==> src/rtl/video_filter_pr_swap_ctrl.sv <==
// Sequences a partial-reconfiguration swap of the video_filter RM aligned to frame boundaries.
// Latency: video in -> out is FILTER_LATENCY+1 cycles in both RM and bypass paths.
// Backpressure: none; the DVI stream free-runs and the bypass keeps it alive during a swap.
//
// Ports:
//   clk, reset                       pixel clock, async active-high reset
//   swap_req                         1-cycle request to swap the RM
//   pr_start / pr_done / pr_error    handshake with the PR bitstream loader
//   decouple, rm_reset               RM isolation (bypass select) and RM reset
//   busy, swap_err                   status: swap in progress / last swap failed (sticky)
//   active_pixel, hsync_in, vsync_in, r_in/g_in/b_in   incoming DVI stream
//   filt_r/g/b                       RM outputs, FILTER_LATENCY cycles behind r_in etc.
//   active_pixel_out, hsync_out, vsync_out, r_out/g_out/b_out   outgoing DVI stream
//
// Optional feature: define VIDEO_PR_TIMEOUT_EN to abort a LOAD that lasts TIMEOUT_CYCLES.

module video_filter_pr_swap_ctrl #(
    parameter int unsigned FILTER_LATENCY  = 2,
    parameter int unsigned RM_RESET_CYCLES = 16,
    parameter int unsigned TIMEOUT_CYCLES  = 16777215
) (
    input  logic       clk,
    input  logic       reset,
    input  logic       swap_req,
    input  logic       pr_done,
    input  logic       pr_error,
    input  logic       active_pixel,
    input  logic       hsync_in,
    input  logic       vsync_in,
    input  logic [7:0] r_in,
    input  logic [7:0] g_in,
    input  logic [7:0] b_in,
    input  logic [7:0] filt_r,
    input  logic [7:0] filt_g,
    input  logic [7:0] filt_b,
    output logic       pr_start,
    output logic       decouple,
    output logic       rm_reset,
    output logic       busy,
    output logic       swap_err,
    output logic       active_pixel_out,
    output logic       hsync_out,
    output logic       vsync_out,
    output logic [7:0] r_out,
    output logic [7:0] g_out,
    output logic [7:0] b_out
);

    // Elaboration-time sanity check on the configuration.
    if (FILTER_LATENCY < 1 || RM_RESET_CYCLES < 1 ||
        TIMEOUT_CYCLES < 1 || TIMEOUT_CYCLES > 16777215) begin : g_param_check
        $error("video_filter_pr_swap_ctrl: parameter out of range");
    end

    localparam int unsigned HCW = (RM_RESET_CYCLES > 1) ? $clog2(RM_RESET_CYCLES) : 1;
    localparam logic [HCW-1:0] HOLD_LAST = HCW'(RM_RESET_CYCLES - 1);

    typedef enum logic [2:0] {
        S_IDLE,
        S_WAIT_FRAME,
        S_LOAD,
        S_HOLD_RST,
        S_WAIT_REL,
        S_ERROR
    } state_e;

    state_e         state_q;
    logic           pr_start_q;
    logic           decouple_q;
    logic           rm_reset_q;
    logic           busy_q;
    logic           swap_err_q;
    logic [HCW-1:0] hold_cnt_q;
    logic           vsync_prev_q;
    logic           vsync_rise;

`ifdef VIDEO_PR_TIMEOUT_EN
    localparam logic [23:0] TO_LAST = 24'(TIMEOUT_CYCLES - 1);
    logic [23:0] to_cnt_q;
`endif

    assign vsync_rise = vsync_in & ~vsync_prev_q;

    always_ff @(posedge clk or posedge reset) begin
        if (reset) begin
            vsync_prev_q <= 1'b0;
        end else begin
            vsync_prev_q <= vsync_in;
        end
    end

    // Control FSM; all outputs are registered. decouple only ever toggles on
    // a vsync_rise cycle so the pixel mux switches during vertical blanking.
    always_ff @(posedge clk or posedge reset) begin
        if (reset) begin
            state_q    <= S_IDLE;
            pr_start_q <= 1'b0;
            decouple_q <= 1'b0;
            rm_reset_q <= 1'b1;
            busy_q     <= 1'b0;
            swap_err_q <= 1'b0;
            hold_cnt_q <= '0;
`ifdef VIDEO_PR_TIMEOUT_EN
            to_cnt_q   <= '0;
`endif
        end else begin
            pr_start_q <= 1'b0;
            case (state_q)
                S_IDLE: begin
                    // Releases the power-on RM reset one cycle after reset deasserts.
                    rm_reset_q <= 1'b0;
                    if (swap_req) begin
                        state_q <= S_WAIT_FRAME;
                        busy_q  <= 1'b1;
                    end
                end
                S_WAIT_FRAME: begin
                    // decouple/rm_reset are left alone here: on a retry from
                    // ERROR they are already asserted and must stay that way.
                    if (vsync_rise) begin
                        state_q    <= S_LOAD;
                        decouple_q <= 1'b1;
                        rm_reset_q <= 1'b1;
                        pr_start_q <= 1'b1;
`ifdef VIDEO_PR_TIMEOUT_EN
                        to_cnt_q   <= '0;
`endif
                    end
                end
                S_LOAD: begin
                    if (pr_error) begin
                        state_q    <= S_ERROR;
                        swap_err_q <= 1'b1;
                        busy_q     <= 1'b0;
                    end else if (pr_done) begin
                        state_q    <= S_HOLD_RST;
                        hold_cnt_q <= '0;
`ifdef VIDEO_PR_TIMEOUT_EN
                    end else if (to_cnt_q == TO_LAST) begin
                        state_q    <= S_ERROR;
                        swap_err_q <= 1'b1;
                        busy_q     <= 1'b0;
                    end else begin
                        to_cnt_q   <= to_cnt_q + 24'd1;
`endif
                    end
                end
                S_HOLD_RST: begin
                    if (hold_cnt_q == HOLD_LAST) begin
                        state_q    <= S_WAIT_REL;
                        rm_reset_q <= 1'b0;
                    end else begin
                        hold_cnt_q <= hold_cnt_q + 1'b1;
                    end
                end
                S_WAIT_REL: begin
                    if (vsync_rise) begin
                        state_q    <= S_IDLE;
                        decouple_q <= 1'b0;
                        busy_q     <= 1'b0;
                        swap_err_q <= 1'b0;
                    end
                end
                S_ERROR: begin
                    if (swap_req) begin
                        state_q <= S_WAIT_FRAME;
                        busy_q  <= 1'b1;
                    end
                end
                default: begin
                    state_q <= S_IDLE;
                end
            endcase
        end
    end

    // Bypass delay line: {active_pixel, hsync, vsync, r, g, b}.
    logic [26:0] dly_q [FILTER_LATENCY];
    logic [26:0] out_q;

    always_ff @(posedge clk or posedge reset) begin
        if (reset) begin
            for (int i = 0; i < int'(FILTER_LATENCY); i++) begin
                dly_q[i] <= '0;
            end
        end else begin
            dly_q[0] <= {active_pixel, hsync_in, vsync_in, r_in, g_in, b_in};
            for (int i = 1; i < int'(FILTER_LATENCY); i++) begin
                dly_q[i] <= dly_q[i-1];
            end
        end
    end

    // Output register: sync always comes from the delay line so it stays
    // aligned regardless of which pixel source is selected.
    always_ff @(posedge clk or posedge reset) begin
        if (reset) begin
            out_q <= '0;
        end else if (decouple_q) begin
            out_q <= dly_q[FILTER_LATENCY-1];
        end else begin
            out_q <= {dly_q[FILTER_LATENCY-1][26:24], filt_r, filt_g, filt_b};
        end
    end

    assign pr_start         = pr_start_q;
    assign decouple         = decouple_q;
    assign rm_reset         = rm_reset_q;
    assign busy             = busy_q;
    assign swap_err         = swap_err_q;
    assign active_pixel_out = out_q[26];
    assign hsync_out        = out_q[25];
    assign vsync_out        = out_q[24];
    assign r_out            = out_q[23:16];
    assign g_out            = out_q[15:8];
    assign b_out            = out_q[7:0];

endmodule

==> config.mk <==
export PLATFORM = sky130hd
export DESIGN_NAME = video_filter_pr_swap_ctrl
export DESIGN_NICKNAME = d
export VERILOG_FILES = /design/src/rtl/video_filter_pr_swap_ctrl.sv
export SDC_FILE = /design/constraint.sdc
export NUM_CORES = 1
export LEC_CHECK = 0
export CORE_ASPECT_RATIO = 2
export CORE_MARGIN = 2
export CORE_UTILIZATION = 45
export DETAILED_ROUTE_END_ITERATION = 16
export GPL_ROUTABILITY_DRIVEN = 0
export GPL_TIMING_DRIVEN = 0
export PLACE_DENSITY_LB_ADDON = 0.08
export SKIP_LAST_GASP = 1
export SLEW_MARGIN = 0
export SYNTH_ARGS = -nofsm -noshare
export SYNTH_HDL_FRONTEND = slang
export SYNTH_SLANG_ARGS = --single-unit
==> constraint.sdc <==
create_clock -name clk -period 6.7 [get_ports clk]
set_clock_uncertainty 0.05 [all_clocks]
set_input_delay 1.005 -clock clk [delete_from_list [all_inputs] [get_ports clk]]
set_output_delay 1.005 -clock clk [all_outputs]
set_load 0.005 [all_outputs]
# Word level (Yosys, flattened, before mapping)
# Index checks and enable logic that the tools add are counted.
# word_totals
output_inout_bits	32
wordCells	66
ff_bits	94
# op_classes
n_reduce_logical	13
n_bitwise	2
mux	24
n_eq_ne	15
addsub	1
# op_table
cell	count
24-bit two-way mux	1
3-bit two-way mux	6
3-bit one-hot mux with 5 select lines	1
2-bit != test, second input constant	7
4-bit two-way mux	3
3-bit AND reduction	3
1-bit two-way mux	8
4-bit one-hot mux with 2 select lines	1
4-bit AND reduction	2
3-bit by 2-bit equality test with 1-bit output, second input constant	2
3-bit equality test, second input constant	2
1-bit one-hot mux with 3 select lines	2
2-bit nonzero test	3
3-bit nonzero test	2
5-bit AND reduction	1
4-bit by 1-bit adder with 4-bit output, second input constant	1
4-bit equality test, second input constant	1
1-bit one-hot mux with 2 select lines	2
3-bit by 1-bit equality test with 1-bit output, second input constant	1
3-bit logical NOT	1
3-bit != test, second input constant	1
2-bit by 1-bit != test with 1-bit output, second input constant	1
2-bit OR reduction	1
1-bit bitwise AND	1
1-bit inverter	1

# Logic depth before layout (Yosys ltp)
# Gate-level depths: netlist (run 1).
# depth
word_depth	4
mapped_depth	5
depth_no_buf	4

# Least setup slack after synthesis (run 1)
# No wires, ideal clock.
# synth_path
path_type	input to register
start	input port vsync_in
end	register state_q[0]
arrival_ns	1.714
slack_ns	4.810
t_required_ns	6.524
cell_stages	3
setup_ns	0.126
cell_sequence	and3b_1 -> or4_1 -> o311a_1
# synth_between
elab_chain_len	3
elab_cells_between_ends	4
cone_classes	eq/ne (2); bitwise (1); reduce/logical (1)
# synth_rtl
item	line_no	rtl
from (decl)	29	input logic vsync_in,
1-bit bitwise AND *	82	assign vsync_rise = vsync_in & ~vsync_prev_q;
2-bit != test (no line)	n/a	
5-bit AND reduction (no line) *	n/a	
to (signal assigned)	96	state_q <= S_IDLE;
to (signal assigned)	113	state_q <= S_WAIT_FRAME;
to (signal assigned)	121	state_q <= S_LOAD;
to (decl)	67	state_e state_q;
# Mark *: on every way between the ends. The rest lies on a longest branch, timed or not.
# A chain may end at the register's enable or synchronous reset.

# Worst setup path after layout (run 1)
# layout_path
start	register rm_reset_q, in the netlist rm_reset
end	output port rm_reset
# layout_lines
item	line_no	rtl
from (decl)	70	logic rm_reset_q;
from (signal assigned)	99	rm_reset_q <= 1'b1;
from (signal assigned)	111	rm_reset_q <= 1'b0;
from (signal assigned)	123	rm_reset_q <= 1'b1;
to (decl)	38	output logic rm_reset,
# No word-level cell between the ends.

==> metrics.md, run 1 <==
| Metric | Value |
|---|---|
| Gr busiest metal | met2 |
| Syn nets | 241 |
| Die H | 121 um |
| Hold Fails Final Rpt | 0 |
| CTS Hold Bufs | 0 |
| HP Start | dly_q[43]$_DFF_PP0_ |
| Wire length of the first global-routing pass | 9370 um |
| Main area contributors after synthesis | dfrtp_1 74%, mux2_1 5.8%, mux2_2 3.3%, dfstp_2 0.85%, buf_2 0.81% |
| CP Buf/Inv Count | 1 |
| Sw frac | 0.237 |
| Met1 Resource Use GR | 0.193 |
| Critical Path Sink Type | output pin |
| Worst Hold Class | flop to flop |
| Status | finished, final reports clean |
| PortBufs | 87 |
| CTS-repair resized insts | 0 |
| Netlist Area Pre-Place | 3090 um2 |
| Routed WL per cell | 14.8 um |
| Fin Setup TNS | 0 ns |
| Num rows | 42 |
| CTS buffer count | 9 |
| CTS Sinks | 93 |
| Fin nets | 340 |
| Final Max Slew Viols | 0 |
| P_int | 1110 uW |
| Leak pwr | 0.00190 uW |
| Normalized max-slew margin | 0.737 |
| Vias per cell | 4.83 |
| Setup crit start kind | flop |
| Register bit total from synthesis | 93 |
| PwrDens | 330 nW/um2 |
| Worst EP required | 5.64 ns |
| First DRT Iteration DRCs | 96 |
| FMAX | 414 MHz |
| Cells along the critical path | clkdlybuf4s50_1 |
| WL final | 5560 um |
| Initial antenna violation count | 0 |
| Core area | 6620 um2 |
| Core Util, Final | 0.667 |
| Top cells by count, synth | 92 x dfrtp_1, 16 x mux2_1, 9 x mux2_2 |
| Area Growth Syn to Fin | 42.8% |
| Synth area leader | dfrtp_1 |
| CP max-delay cell | dfstp_2 |
| R2r worst-path depth | 4 |
| Max Cap Viol | 0 |
| Synth Instances | 184 |
| CTS tree | built |
| Clock Tree Root | clkbuf_16 |
| Syn_area_per_cell | 16.8 um2 |
| All-Layer GR Usage | 0.165 |
| Delay-heaviest family, CP | flip-flops |
| Antenna-violating nets left | 0 |
| Ys async rst share | 1.00 |
| Synth Warn # | 0 |
| Crit Path Max Fanout | 3 |
| Skew-Pair Late Insertion Delay | 0.33 ns |
| Inserted Diodes | 0 |
| Sequential Power Share | 0.448 |
| Post-synth EDFFs | 0 |
| Die W | 62.6 um |
| Synth top area share | 0.744 |
| GR Overflow Total | 0 |
| Comb pwr share | 0.199 |
| Largest net degree at the start of global routing | 74 |
| Top-count cell post-synth | dfrtp_1 |
| Initial Util | 0.467 |
| Post-CTS setup buffers | 0 |
| Routed vias | 1,816 |
| Final Cycle Share | 0.360 |
| Initial DRT Pass Iterations | 4 |
| Post-route minimum period | 2.41 ns |
| Fraction of layout cells with a size suffix above 1 | 0.132 |
| RSZ-0062 raised after global routing | false |
| Die area | 7590 um2 |
| H-tree depth | 3 |
| Hpwl dp | 3930 um |
| Stages on worst setup path | 1 |
| Final Setup Violations | 0 |
| CP Launch Point | rm_reset$_DFFE_PP1P_ |
| DRC viols | 0 |
| WP data arrival | 1.36 ns |
| WHS Path Cells | 0 |
| Top FF cell, synth | dfrtp_1 |
| Worst IR Drop VDD | 232 uV |
| Worst stage delay on the critical path | 0.54 ns |
| Boundary Pins | 88 |
| Slew @ Worst Pin | 0.394 ns |
| Sw Pwr | 345 uW |
| CTS clk-pin slew, worst paths | 0.06 ns |
| Number of global-route vias before repair | 1,905 |
| Synth cell types | 47 |
| Clock power share | 0.353 |
| Met2 GRT Util | 0.280 |
| CTS max path bufs | 2 |
| Met3 usage | 0.0408 |
| Reg2reg start | hold_cnt_q[1]$_DFFE_PP0P_ |
| Kind of critical path | flop to output pin |
| Sequential area share after synthesis | 0.753 |
[power by group through the flow]
stage	logic, uW	clock network, uW	registers (uW)
final	290	514	653
after global routing	319	556	660
after CTS	295	530	654
after detailed placement	292	0	664
after global placement	286	0	662
after floorplan	166	0	661
[routing by layer]
metal | part of all wire | vias to the layer above
met5 | 0 | -
met4 | 0.022 | 0
met3 | 0.039 | 10
met2 | 0.54 | 54
met1 | 0.40 | 912
li1 | - | 840
[through the flow]
stage	std cells	area (um2)	power (uW)	setup WS [ns]	hold WS [ns]
after CTS	376	4420	1480	4.26	0.300
after global placement	359	4070	948	1.99	0.282
final	376	4420	1460	4.29	0.296
after global routing	376	4420	1530	4.23	0.304
after detailed placement	360	4100	957	4.16	0.286
after floorplan	184	3090	827	3.23	0.281
[registers in the layout, summed over array words and instances (netlist names)]
signal      cells
rm_reset        1
out_q          27
swap_err        1
pr_start        1
decouple        1
hold_cnt_q      4
busy            1
dly_q          54
state_q         3
[placed cells by master, fill, tap and decap left out, types with 2 or more instances in the layout]
cell / instances
nand3_1: 2
mux2_1: 16
a22o_1: 2
buf_6: 2
clkdlybuf4s50_1: 87
clkbuf_8: 3
inv_1: 4
nand2b_1: 3
a31oi_1: 2
mux2_2: 9
nand3b_1: 2
nor2_1: 3
clkbuf_1: 3
nand2_1: 2
dfrtp_1: 92
a21oi_1: 3
clkbuf_16: 9
o21bai_1: 2
nor4b_1: 2
buf_2: 5
a211o_1: 2
[final timing paths]
check                                         end  slack (ns)
max                                      rm_reset        4.29
min reg2reg                   dly_q[16]$_DFF_PP0_        0.30
max in group asynchronous    rm_reset$_DFFE_PP1P_        5.01
min                           dly_q[16]$_DFF_PP0_        0.30
min in group asynchronous     dly_q[37]$_DFF_PP0_        0.92
max reg2reg                state_q[0]$_DFFE_PP0P_        5.20
[final cells by class]
class,count,area (um2)
buffer,8,51.3
timing repair buffer,88,898
clock buffer,14,274
multi-input combinational,78,694
inverter,5,21.3
tap,88,110
clock inverter,2,38.8
fill,498,2200
sequential,93,2330
[cells by family after synthesis]
| group | count (synthesis) | share of synthesized area |
|---|---|---|
| muxes | 25 | 0.0910 |
| and+or+nand+nor | 25 | 0.0603 |
| adders and majority gates | 1 | 0.00404 |
| DFF | 93 | 0.753 |
| xor gates and xnor gates | 1 | 0.00283 |
| AOI/OAI and AO/OA | 26 | 0.0663 |
| buffers and inverters | 13 | 0.0227 |
Power figures use the tool's default switching activity.
==> run 2: changes to the inputs <==
CORE_UTILIZATION = 42   (was 45)
clock period = 1.9 ns   (was 6.7 ns; I/O delays follow)
==> run 2 against run 1 <==
Clock-buffer cell count is 2 lower. Hold slack worse by 0.081 ns. Highest routed layer unchanged. Final cell count is 1.1% higher. Critical path type unchanged.
==> metrics.md, run 2 (same netlist as run 1, synthesis figures left out) <==
| Metric | Value |
|---|---|
| Post-route minimum period | 1.69 ns |
| Worst stage delay on the critical path | 0.54 ns (about the same) |
| FMAX | 591 MHz |
| Comb pwr share | 0.203 (was 0.199) |
| CTS max path bufs | 2 (unchanged) |
| Final Max Slew Viols | 0 (unchanged) |
| Die H | 125 um (was 121 um) |
| Core area | 7210 um2 (was 6620 um2) |
| Crit Path Max Fanout | 3 (unchanged) |
| Hold Fails Final Rpt | 0 (unchanged) |
| GR Overflow Total | 0 (unchanged) |
| Hpwl dp | 3990 um (was 3930 um) |
| Die W | 64.7 um (was 62.6 um) |
| CTS-repair resized insts | 0 (unchanged) |
| Cell Area, Placed | 4120 um2 (was 4100 um2) |
| RSZ-0062 raised after global routing | false (unchanged) |
| Initial DRT Pass Iterations | 4 (unchanged) |
| Normalized max-slew margin | 0.711 (was 0.737) |
| H-tree depth | 3 (unchanged) |
| Slew @ Worst Pin | 0.433 ns (was 0.394 ns) |
| Commonest non-fill, non-tap cell in the layout | dfrtp_1 (unchanged) |
| Clock Tree Root | clkbuf_16 (unchanged) |
| Fraction of layout cells with a size suffix above 1 | 0.128 (was 0.132) |
| Power Total | 5040 uW (was 1460 uW) |
| CTS buffer count | 9 (unchanged) |
| R2R Setup Slk | 0.39 ns (was 5.20 ns) |
| Routed vias | 1,797 (was 1,816) |
| CTS Hold Bufs | 0 (unchanged) |
| Fillers | 570 (was 498) |
| Area Growth Syn to Fin | 42.4% (was 42.8%) |
| Antenna-violating nets left | 0 (unchanged) |
| Clock power share | 0.340 (was 0.353) |
| Sequential Power Share | 0.457 (was 0.448) |
| Pre-CTS setup slack | 0.0640 ns (was 4.16 ns) |
| R2r worst-path depth | 4 (unchanged) |
| Most frequent cells in the layout | 92 x dfrtp_1, 87 x clkdlybuf4s50_1, 16 x mux2_1 (unchanged) |
| WP data arrival | 1.36 ns (about the same) |
| CTS clk-pin slew, worst paths | 0.06 ns (about the same) |
| Setup crit start kind | flop (unchanged) |
| P_int | 3810 uW (was 1110 uW) |
| Die area | 8110 um2 (was 7590 um2) |
| Sw Pwr | 1240 uW (was 345 uW) |
| Design area | 4410 um2 (was 4420 um2) |
| Cells along the critical path | clkdlybuf4s50_1 (unchanged) |
| Worst Hold Class | input port to async pin (was flop to flop) |
| Crit Reg-Reg Endpoint | state_q[0]$_DFFE_PP0P_ (unchanged) |
| Max Cap Viol | 0 (unchanged) |
| Num rows | 44 (was 42) |
| Initial Util | 0.429 (was 0.467) |
| Final std cells w/o fill | 380 (was 376) |
| Max FFs per register | 54 (unchanged) |
| Inserted Diodes | 0 (unchanged) |
| PwrDens | 1150 nW/um2 (was 330 nW/um2) |
| Biggest register | dly_q (unchanged) |
| Vias per cell | 4.73 (was 4.83) |
| CP Buf/Inv Count | 1 (unchanged) |
| Boundary Pins | 88 (unchanged) |
| First DRT Iteration DRCs | 111 (was 96) |
| CP max-delay cell | dfstp_2 (unchanged) |
| Reg2reg start | hold_cnt_q[0]$_DFFE_PP0P_ (was hold_cnt_q[1]$_DFFE_PP0P_) |
| Fin nets | 341 (was 340) |
| Setup ws final | 0.208 ns (was 4.29 ns) |
| PortBufs | 87 (unchanged) |
| CTS tree | built (unchanged) |
| Skew-Pair Late Insertion Delay | 0.33 ns (about the same) |
| Sw frac | 0.245 (was 0.237) |
| DRC viols | 0 (unchanged) |
| All-Layer GR Usage | 0.161 (was 0.165) |
| Kind of critical path | flop to output pin (unchanged) |
| Delay-heaviest family, CP | flip-flops (unchanged) |
| Core Util, Final | 0.611 (was 0.667) |
| Final Cycle Share | 0.891 |
| Worst EP required | 1.56 ns (was 5.64 ns) |
| Final Setup Violations | 0 (unchanged) |
| Initial antenna violation count | 0 (unchanged) |
| Leak pwr | 0.00188 uW (was 0.00190 uW) |
| Top flop regs | dly_q: 54 flops, out_q: 27 flops, hold_cnt_q: 4 flops (unchanged) |
| Post-CTS setup buffers | 0 (unchanged) |
| Placed cells | 365 (was 360) |
| CTS Sinks | 93 (unchanged) |
| Routed WL per cell | 14.8 um (about the same) |
| CP Launch Point | rm_reset$_DFFE_PP1P_ (unchanged) |
| Largest net degree at the start of global routing | 42 (was 74) |
| Worst IR Drop VDD | 692 uV (was 232 uV) |
| Status | finished, final reports clean (unchanged) |
| Wire length of the first global-routing pass | 9670 um (was 9370 um) |
| Critical Path Sink Type | output pin (unchanged) |
| Number of global-route vias before repair | 1,928 (was 1,905) |
| WL final | 5640 um (was 5560 um) |
[run 2: cell types whose count changed in the layout (fill, tap and decap cells not counted), sizes merged]
cell / before / now
buf: 8 / 9
clkbuf: 15 / 13
inv: 6 / 5
clkinvlp: 0 / 2
[run 2: worst max-delay path by stage]
stage / endpoint / slack (ns) / depth (start not counted)
final: rm_reset / 0.21 / 1
after global routing: rm_reset / 0.17 / 1
after floorplan: busy$_DFFE_PP0P_ / 0.47 / 1
after global placement: swap_err$_DFFE_PP0P_ / -0.45 / 2
after CTS: rm_reset / 0.19 / 1
after detailed placement: hold_cnt_q[0]$_DFFE_PP0P_ / 0.06 / 4
[run 2: through the flow]
stage | hold slack, ns | setup TNS, ns
final | 0.215 | 0
after floorplan | 0.266 | 0
after CTS | 0.213 | 0
after detailed placement | 0.285 | 0
after global placement | 0.281 | -40.93
after global routing | 0.238 | 0
[run 2: worst reg2reg max path, delay by kind of cell, from the launching register on]
kind	cells	cell delay, ns
fa+ha+maj	1	0.25
simple gates	2	0.37
compound gates	1	0.34
flops	1	0.40
[run 2: power groups by stage]
stage / clock network [uW] / registers [uW] / logic, uW
after floorplan: 0 / 2330 / 587
after global placement: 0 / 2330 / 1010
after detailed placement: 0 / 2340 / 1040
after CTS: 1760 / 2310 / 1040
after global routing: 1850 / 2330 / 1130
final: 1710 / 2300 / 1030
[run 2: layer usage]
metal / up-vias / track usage / wire, um
met4: 0 / 0.0939 / 149
met3: 10 / 0.0414 / 293
li1: 837 / - / -
met5: - / 0 / 0
met1: 891 / 0.188 / 2160
met2: 59 / 0.265 / 3030
[run 2: area by class of cell]
type,instances,area (um2),area share
repair buffers,89,911,0.207
multi-input cells,78,694,0.158
well taps,92,115,0.0261
flip-flops and latches,93,2330,0.529
clock buffers,12,236,0.0537
clock inverters,3,46.3,0.0105
plain buffers,8,51.3,0.0116
inverters,5,22.5,0.00511
==> run 3: changes to the inputs <==
SLEW_MARGIN = 20   (was 0)
==> run 3 against run 2 <==
Clock-buffer cell count increased by 1. Power decreased by 2.7%. Sequential cell count unchanged. Critical path type unchanged.
==> metrics.md, run 3 (same netlist as run 1, synthesis figures left out) <==
| Metric | Value |
|---|---|
| Status | finished, final reports clean (unchanged) |
| Worst EP required | 1.56 ns (about the same) |
| FMAX | 589 MHz (was 591 MHz) |
| Die area | 8110 um2 (unchanged) |
| WP data arrival | 1.36 ns (about the same) |
| CTS buffer count | 9 (unchanged) |
| Wire length of the first global-routing pass | 9760 um (was 9670 um) |
| Slew @ Worst Pin | 0.737 ns (was 0.433 ns) |
| CTS tree | built (unchanged) |
| Setup ws final | 0.204 ns (was 0.208 ns) |
| CTS max path bufs | 2 (unchanged) |
| Inserted Diodes | 0 (unchanged) |
| Post-CTS setup buffers | 0 (unchanged) |
| CTS Hold Bufs | 0 (unchanged) |
| Worst IR Drop VDD | 743 uV (was 692 uV) |
| Biggest register | dly_q (unchanged) |
| Pre-CTS setup slack | 0.0640 ns (unchanged) |
| H-tree depth | 3 (unchanged) |
| Die H | 125 um (unchanged) |
| Setup crit start kind | flop (unchanged) |
| Critical Path Sink Type | output pin (unchanged) |
| Normalized max-slew margin | 0.508 (was 0.711) |
| Vias per cell | 4.69 (was 4.73) |
| Crit Path Max Fanout | 3 (unchanged) |
| DRC viols | 0 (unchanged) |
| Hold Fails Final Rpt | 0 (unchanged) |
| Boundary Pins | 88 (unchanged) |
| Area Growth Syn to Fin | 41.7% (was 42.4%) |
| PortBufs | 87 (unchanged) |
| CTS Sinks | 93 (unchanged) |
| Commonest non-fill, non-tap cell in the layout | dfrtp_1 (unchanged) |
| Most frequent cells in the layout | 92 x dfrtp_1, 87 x clkdlybuf4s50_1, 16 x mux2_1 (unchanged) |
| Max FFs per register | 54 (unchanged) |
| Final Cycle Share | 0.893 (was 0.891) |
| Kind of critical path | flop to output pin (unchanged) |
| Skew-Pair Late Insertion Delay | 0.33 ns (about the same) |
| Core area | 7210 um2 (unchanged) |
| Initial DRT Pass Iterations | 3 (was 4) |
| Fraction of layout cells with a size suffix above 1 | 0.128 (about the same) |
| Top flop regs | dly_q: 54 flops, out_q: 27 flops, hold_cnt_q: 4 flops (unchanged) |
| First DRT Iteration DRCs | 103 (was 111) |
| Number of global-route vias before repair | 1,947 (was 1,928) |
| Num rows | 44 (unchanged) |
| Leak pwr | 0.00187 uW (was 0.00188 uW) |
| Fin Setup TNS | 0 ns (unchanged) |
| CTS clk-pin slew, worst paths | 0.06 ns (about the same) |
| Die W | 64.7 um (unchanged) |
| Final Setup Violations | 0 (unchanged) |
| Fillers | 578 (was 570) |
| CP Buf/Inv Count | 1 (unchanged) |
| Worst stage delay on the critical path | 0.54 ns (about the same) |
| Fin nets | 341 (unchanged) |
| WL final | 5550 um (was 5640 um) |
| Initial Util | 0.429 (unchanged) |
| CTS-repair resized insts | 0 (unchanged) |
| Routed WL per cell | 14.6 um (was 14.8 um) |
| Max Cap Viol | 0 (unchanged) |
| Clock Tree Root | clkbuf_16 (unchanged) |
| All-Layer GR Usage | 0.163 (was 0.161) |
| Antenna-violating nets left | 0 (unchanged) |
| GR Overflow Total | 0 (unchanged) |
| Post-route minimum period | 1.70 ns (was 1.69 ns) |
| Placed cells | 365 (unchanged) |
| Hpwl dp | 3970 um (was 3990 um) |
| Largest net degree at the start of global routing | 36 (was 42) |
| Final std cells w/o fill | 381 (was 380) |
| RSZ-0062 raised after global routing | false (unchanged) |
| Delay-heaviest family, CP | flip-flops (unchanged) |
| CP max-delay cell | dfstp_2 (unchanged) |
| Cells along the critical path | clkdlybuf4s50_1 (unchanged) |
| PwrDens | 1120 nW/um2 (was 1150 nW/um2) |
| Initial antenna violation count | 0 (unchanged) |
| Worst Hold Class | flop to flop (was input port to async pin) |
| Routed vias | 1,785 (was 1,797) |
| Final Max Slew Viols | 0 (unchanged) |
[run 3: per-stage QoR]
stage	utilization	hold slack [ns]	area, um2	power [uW]
after floorplan	-	0.266	3100	2920
after global placement	0.566	0.281	4080	3340
after detailed placement	0.572	0.285	4120	3380
after CTS	0.608	0.299	4380	4980
after global routing	0.608	0.301	4380	5200
final	0.608	0.296	4380	4910
[run 3: path summary, 6_finish.rpt]
path / from / endpoint / slack, ns / depth (start not counted)
max: rm_reset$_DFFE_PP1P_ / rm_reset / 0.20 / 1
min: dly_q[27]$_DFF_PP0_ / dly_q[0]$_DFF_PP0_ / 0.30 / 0
max reg2reg: hold_cnt_q[0]$_DFFE_PP0P_ / state_q[0]$_DFFE_PP0P_ / 0.38 / 4
min reg2reg: dly_q[27]$_DFF_PP0_ / dly_q[0]$_DFF_PP0_ / 0.30 / 0
max in group asynchronous: reset / rm_reset$_DFFE_PP1P_ / 0.79 / 3
min in group asynchronous: reset / dly_q[25]$_DFF_PP0_ / 0.37 / 2
[run 3: report_power, final]
part	switching (uW)	internal, uW	total, uW
Sequential	109	2200	2310
Clock	682	890	1570
Combinational	438	592	1030
[run 3: area by class of cell]
cell class,count,area [um2],share of cell area
plain buffers,8,51.3,0.0117
clock buffers,13,240,0.0548
clock inverters,3,21.3,0.00485
inverters,5,22.5,0.00514
multi-input cells,78,694,0.158
flip-flops and latches,93,2330,0.531
well taps,92,115,0.0263
repair buffers,89,911,0.208
[run 3: per-layer routing]
metal / up-vias / track usage / routed length (um)
met3: 7 / 0.0504 / 265
met4: 0 / 0.0788 / 108
met2: 49 / 0.269 / 3050
met1: 884 / 0.191 / 2130
met5: - / 0 / 0
li1: 845 / - / -
